--- config.mk ---
export PLATFORM = sky130hd
export DESIGN_NAME = fetch_pc_ctrl
export DESIGN_NICKNAME = d
export VERILOG_FILES = /design/src/rtl/fetch_pc_ctrl.sv
export SDC_FILE = /design/constraint.sdc
export NUM_CORES = 1
export LEC_CHECK = 0
export BUFFER_PORTS_ARGS = -buffer_cell sky130_fd_sc_hd__buf_2
export CAP_MARGIN = 20
export CORE_MARGIN = 5
export CORE_UTILIZATION = 56
export CTS_BUF_LIST = sky130_fd_sc_hd__clkbuf_2
export DETAILED_ROUTE_END_ITERATION = 6
export MAX_ROUTING_LAYER = met4
export PLACE_DENSITY = 0.89
export SYNTH_ARGS = -nofsm -noshare
export SYNTH_HDL_FRONTEND = slang
export SYNTH_SLANG_ARGS = --single-unit
--- constraint.sdc ---
create_clock -name clk_i -period 3.3 [get_ports clk_i]
set_clock_uncertainty 0.2 [all_clocks]
set_input_delay 0.33 -clock clk_i [delete_from_list [all_inputs] [get_ports clk_i]]
set_output_delay 0.33 -clock clk_i [all_outputs]
set_load 0.03 [all_outputs]
--- src/rtl/fetch_pc_ctrl.sv ---
// ---------------------------------------------------------------------------
// fetch_pc_ctrl
//
// Fetch-stage sequencer. It owns the program counter and keeps at most one
// instruction-memory request in flight. Each returned instruction goes to the
// external fetch mini decoder. The decoder's flags and immediate choose the
// next PC using static prediction: backward branches, jal and jalr are
// predicted taken. The instruction, its PC and the prediction bit are handed
// to decode over a valid/ready interface. An execute-stage flush redirects
// fetch from any state.
//
// Ports:
//   clk_i, rst_i            clock, synchronous active-high reset
//   ifu_req_*               request channel to instruction memory
//   ifu_rsp_*               response channel (one response per accepted req)
//   dec_*                   mini-decoder results for ifu_rsp_instr_i
//   jalr_rs1_*              regfile read of the jalr base register
//   ifu_o_*                 instruction hand-off to decode (valid/ready)
//   exu_flush_i/_pc_i       execute redirect and its target
// ---------------------------------------------------------------------------
`ifndef XLEN
`define XLEN 32
`endif
`ifndef INSTR_WIDTH
`define INSTR_WIDTH 32
`endif
`ifndef REG_IDX_WIDTH
`define REG_IDX_WIDTH 5
`endif

module fetch_pc_ctrl #(
  parameter logic [`XLEN-1:0] RESET_PC = 32'h0000_0000
) (
  input  logic                      clk_i,
  input  logic                      rst_i,
  output logic                      ifu_req_valid_o,
  input  logic                      ifu_req_ready_i,
  output logic [`XLEN-1:0]          ifu_req_addr_o,
  input  logic                      ifu_rsp_valid_i,
  input  logic [`INSTR_WIDTH-1:0]   ifu_rsp_instr_i,
  input  logic                      dec_bxx_i,
  input  logic                      dec_jal_i,
  input  logic                      dec_jalr_i,
  input  logic [`REG_IDX_WIDTH-1:0] dec_jalr_rs1_idx_i,
  input  logic [`XLEN-1:0]          dec_bjp_imm_i,
  output logic                      jalr_rs1_req_o,
  output logic [`REG_IDX_WIDTH-1:0] jalr_rs1_idx_o,
  input  logic                      jalr_rs1_vld_i,
  input  logic [`XLEN-1:0]          jalr_rs1_val_i,
  output logic                      ifu_o_valid_o,
  input  logic                      ifu_o_ready_i,
  output logic [`INSTR_WIDTH-1:0]   ifu_o_instr_o,
  output logic [`XLEN-1:0]          ifu_o_pc_o,
  output logic                      ifu_o_pred_taken_o,
  input  logic                      exu_flush_i,
  input  logic [`XLEN-1:0]          exu_flush_pc_i
);

  typedef enum logic [2:0] {
    S_REQ,
    S_WAIT,
    S_HOLD,
    S_JALR,
    S_DROP
  } state_t;

  state_t                      r_state;
  logic [`XLEN-1:0]            r_pc;
  logic [`XLEN-1:0]            r_jalr_imm;
  logic                        r_is_jalr;
  logic                        r_jalr_req;
  logic [`REG_IDX_WIDTH-1:0]   r_jalr_idx;
  logic                        r_o_valid;
  logic [`INSTR_WIDTH-1:0]     r_o_instr;
  logic [`XLEN-1:0]            r_o_pc;
  logic                        r_o_pred;

  logic [`XLEN-1:0]            w_pc_plus4;
  logic [`XLEN-1:0]            w_pc_plus_imm;
  logic [`XLEN-1:0]            w_jalr_target;
  logic [`XLEN-1:0]            w_next_pc;
  logic                        w_pred;

  // Candidate PCs. The adds wrap naturally at XLEN bits. The jalr target
  // clears bit 0, as the ISA requires.
  assign w_pc_plus4    = r_pc + `XLEN'(4);
  assign w_pc_plus_imm = r_pc + dec_bjp_imm_i;
  assign w_jalr_target = (jalr_rs1_val_i + r_jalr_imm) & ~`XLEN'(1);

  // Static prediction from the decoder flags. A conditional branch is
  // predicted taken only when its immediate is negative (a backward loop).
  // For jalr the PC is parked here because the real target is only known
  // once the base register has been read.
  always_comb begin
    w_next_pc = w_pc_plus4;
    w_pred    = 1'b0;
    if (dec_jalr_i) begin
      w_next_pc = r_pc;
      w_pred    = 1'b1;
    end else if (dec_jal_i) begin
      w_next_pc = w_pc_plus_imm;
      w_pred    = 1'b1;
    end else if (dec_bxx_i && dec_bjp_imm_i[`XLEN-1]) begin
      w_next_pc = w_pc_plus_imm;
      w_pred    = 1'b1;
    end
  end

  // The request is combinational from the state. The address is the PC
  // register, so it stays stable until the request is accepted. A flush
  // that lands in the same cycle as decode's ready blocks the hand-off:
  // the valid is masked immediately, not one cycle later.
  assign ifu_req_valid_o    = (r_state == S_REQ);
  assign ifu_req_addr_o     = r_pc;
  assign ifu_o_valid_o      = r_o_valid & ~exu_flush_i;
  assign ifu_o_instr_o      = r_o_instr;
  assign ifu_o_pc_o         = r_o_pc;
  assign ifu_o_pred_taken_o = r_o_pred;
  assign jalr_rs1_req_o     = r_jalr_req;
  assign jalr_rs1_idx_o     = r_jalr_idx;

  // Main sequencer. A flush overrides everything else. Where a request has
  // already been accepted but its response has not yet returned, the
  // sequencer goes to DROP so the stale response is discarded. A flush
  // inside DROP only retargets the PC; the pending response still has to
  // be drained.
  always_ff @(posedge clk_i) begin
    if (rst_i) begin
      r_state    <= S_REQ;
      r_pc       <= RESET_PC;
      r_jalr_imm <= '0;
      r_is_jalr  <= 1'b0;
      r_jalr_req <= 1'b0;
      r_jalr_idx <= '0;
      r_o_valid  <= 1'b0;
      r_o_instr  <= '0;
      r_o_pc     <= '0;
      r_o_pred   <= 1'b0;
    end else if (exu_flush_i) begin
      r_pc       <= exu_flush_pc_i;
      r_o_valid  <= 1'b0;
      r_jalr_req <= 1'b0;
      case (r_state)
        S_REQ:   r_state <= ifu_req_ready_i ? S_DROP : S_REQ;
        S_WAIT:  r_state <= ifu_rsp_valid_i ? S_REQ : S_DROP;
        S_DROP:  r_state <= ifu_rsp_valid_i ? S_REQ : S_DROP;
        default: r_state <= S_REQ;
      endcase
    end else begin
      case (r_state)
        S_REQ: begin
          if (ifu_req_ready_i) r_state <= S_WAIT;
        end
        S_WAIT: begin
          if (ifu_rsp_valid_i) begin
            r_o_instr <= ifu_rsp_instr_i;
            r_o_pc    <= r_pc;
            r_o_pred  <= w_pred;
            r_o_valid <= 1'b1;
            r_pc      <= w_next_pc;
            r_is_jalr <= dec_jalr_i;
            if (dec_jalr_i) begin
              r_jalr_idx <= dec_jalr_rs1_idx_i;
              r_jalr_imm <= dec_bjp_imm_i;
            end
            r_state <= S_HOLD;
          end
        end
        S_HOLD: begin
          if (ifu_o_ready_i) begin
            r_o_valid <= 1'b0;
            if (r_is_jalr) begin
              r_jalr_req <= 1'b1;
              r_state    <= S_JALR;
            end else begin
              r_state <= S_REQ;
            end
          end
        end
        S_JALR: begin
          if (jalr_rs1_vld_i) begin
            r_pc       <= w_jalr_target;
            r_jalr_req <= 1'b0;
            r_state    <= S_REQ;
          end
        end
        S_DROP: begin
          if (ifu_rsp_valid_i) r_state <= S_REQ;
        end
        default: r_state <= S_REQ;
      endcase
    end
  end

endmodule
==> metrics.cfg <==
[power]
p_per_area_nw_per_um2 = 311
p_clk_share_pct = 28.0
p_comb_share_pct = 27.5
power.switching_uw = 1390
finalPower_uw = 4000
p_seq_share_pct = 44.5
p_int_uw = 2620
ir_drop_uv = 208
p_leak_uw = 0.00566
swShare_pct = 34.6

[synth]
synth-edff-count = 0
synth_area_leaders = dfxtp_1 (29%), nand2_1 (12%), a21oi_1 (10%)
async_reset_ff_share_pct = 0
syn_avg_cell_area_um2 = 7.30
ys_ff_latch = 140
synth_cell_types = 79
yosys.area.top_type = dfxtp_1
syn_nets = 1544
synthFlopType = dfxtp_1
synthTopCellsByCount = nand2_1 (306), a21oi_1 (203), dfxtp_1 (140), nor2_1 (81), ha_1 (62)
synthesis.area_um2 = 9760
synthMostInstantiatedCell = nand2_1
ys_warn_count = 0
ys_seq_area_share_pct = 28.7
netlist_instances = 1337
synth_top_area_share_pct = 28.7

[cells_and_area]
syn_to_final_growth_pct = 32.0
regArea_um2 = 2800
fin_area_um2 = 12900
final_nets = 1906
fillCellCount = 1252
fin_util_pct = 75.0
multi_input_area_um2 = 6600
drive_gt1_share_pct = 21.1

[critical_path]
crit_start = r_jalr_imm[1]$_SDFFE_PP0P_
rrSetupSlack_ns = 0.13
required_ns = 3.77
worstSetupEndpointType = register
rr_startpoint = r_jalr_imm[1]$_SDFFE_PP0P_
worstPathMaxFanout = 4
worstRegToRegCells = 10
timing.rr.end = ifu_req_addr_o[22]$_SDFFE_PP0P_
crit_path_end = ifu_req_addr_o[22]$_SDFFE_PP0P_
critPathKind = reg -> reg
arrival_ns = 3.64
cp-start-kind = register

[detailed_routing]
vias = 12100
via_per_inst = 6.22
drc = 0
first_pass_iters = 6
wl_mm = 38.9
postRouteAntennaNets = 0
drtIter0Drc = 1384
wl_per_cell_um = 20.0

[clocking]
cts_tree = yes
cts_sinks = 140
numCtsBuffers = 17
clk_path_buf_depth = 2
h-tree-depth = 4
clkLatencyLatePin_ns = 0.78
clkTransAtPathRegs_ns = 0.25
cts-root-buf = clkbuf_2

[global_route]
grt_pass1_vias = 11500
overflow = 0
grt.total_usage_pct = 38.2
antenna_found_initial = 2
grt_max_degree = 67
grt_pass1_wl_mm = 60.2

[timing]
setup_viol = 0
relSlewSlack_pct = 47.7
hold_violations = 0
timing.fmax_mhz = 315
min_period_ns = 3.17
tightest_slew_ns = 0.784
fin_crit_sh_pct = 96.2
final_max_slew_viol_count = 0

[outcome]
outcome = finished clean

[die]
num_io_pins = 248
die_y_um = 142
start_util_pct = 56.8
rows = 48
fp.dieW_um = 142
die_area_um2 = 20200
coreArea_um2 = 17200

[job]
maxCapViolations = 0

[placement]
place_area_um2 = 11300
dp_hpwl_mm = 25.8
io_buffers = 247
place_congestion = 1.03

[hold_path]
hp-class = in -> reg

-- final cells by class --
cell class / count / share of cell area (%)
Antenna cell: 3 / 0.0583
Clock buffer: 19 / 0.739
Clock inverter: 13 / 1.16
Inverter: 24 / 0.700
Multi-Input combinational cell: 1096 / 51.2
Sequential cell: 140 / 21.8
Tap cell: 225 / 2.19
Timing Repair Buffer: 420 / 22.1
-- worst min path at each step --
stage                                        start                              end  slack [ns]  depth (start not counted)
floorplan               r_jalr_imm[0]$_SDFFE_PP0P_       r_jalr_imm[0]$_SDFFE_PP0P_        0.24                          2
CTS                             jalr_rs1_val_i[30]  ifu_req_addr_o[31]$_SDFFE_PP0P_      0.0004                          5
global route                    jalr_rs1_val_i[30]  ifu_req_addr_o[31]$_SDFFE_PP0P_        0.02                          5
detailed placement  ifu_o_instr_o[20]$_SDFFE_PP0P_   ifu_o_instr_o[20]$_SDFFE_PP0P_        0.24                          2
finish                          jalr_rs1_val_i[24]  ifu_req_addr_o[24]$_SDFFE_PP0P_        0.05                          5
global placement       ifu_o_pc_o[18]$_SDFFE_PP0P_      ifu_o_pc_o[18]$_SDFFE_PP0P_        0.24                          2
-- per-stage QoR --
| step | setup TNS (ns) | hold WS, ns | setup slack [ns] | cells |
|---|---|---|---|---|
| after floorplan | 0 | 0.237 | 0.207 | 1337 |
| after global placement | 0 | 0.238 | 0.0892 | 1779 |
| after detailed placement | 0 | 0.243 | 0.000147 | 1779 |
| after CTS | 0 | 0.000362 | 0.0270 | 1936 |
| after global routing | -0.00541 | 0.0171 | -0.00541 | 1939 |
| final | 0 | 0.0514 | 0.126 | 1940 |
-- logic make-up (layout without fill, tap and decap cells) --
| logic type | Yosys count | after routing | share of synthesized area, % |
|---|---|---|---|
| buf+inv | 101 | 476 | 4.00 |
| other cells | 0 | 3 | 0 |
| compound gates | 425 | 425 | 27.5 |
| simple gates | 526 | 526 | 24.0 |
| xor+xnor | 71 | 71 | 6.37 |
| fa+ha+maj | 64 | 64 | 8.36 |
| flops | 140 | 140 | 28.7 |
| mux | 10 | 10 | 1.05 |
-- flip-flops by register name (all words and copies together) (netlist names), 3 cells and up --
name,count
ifu_o_instr_o,32
ifu_o_pc_o,32
ifu_req_addr_o,32
jalr_rs1_idx_o,5
r_jalr_imm,32
r_state,3
-- power groups by stage --
stage	clock, uW	sequential, uW	combinational, uW
3_3_place_gp	0	1810	928
6_report	1120	1780	1100
3_5_place_dp	0	1810	936
2_1_floorplan	0	1870	545
5_1_grt	1200	1790	1180
4_1_cts	1110	1780	1060
-- layout by cell type, fill, tap and decap left out, types with 34 or more instances in the layout --
cell type and n:
a21oi_1 201, dfxtp_1 139, buf_4 49, buf_2 246
xor2_1 34, nor2_1 81, ha_1 62, dlygate4sd3_1 125
nand2_1 306, xnor2_1 37, o21ai_0 39
-- worst max-delay path, cell delays in order, from the launching register on --
cell and delay (ns):
dfxtp_1 0.42, inv_1 0.07, fa_1 0.43, nor2b_1 0.18, o21ai_1 0.14, a31oi_1 0.41, o211ai_2 0.20, nand3_1 0.21
xnor2_1 0.13, a2111oi_0 0.53, o22ai_1 0.14
-- routing by layer --
metal	global-route usage [%]	part of all wire, %
met1	47.6	39
met2	59.9	46
met3	7.43	10
met4	17.7	4.6
met5	-	0
-- what timing repair did --
| action | 4_1_cts | 5_1_grt |
|---|---|---|
| hold endpoints to repair | 113 | 0 |
| setup endpoints to repair | 0 | 3 |
| hold buffers | 125 | 0 |
| buffers inserted | 0 | 1 |
| resized for setup | 0 | 7 |
Power figures use the tool's default switching activity.
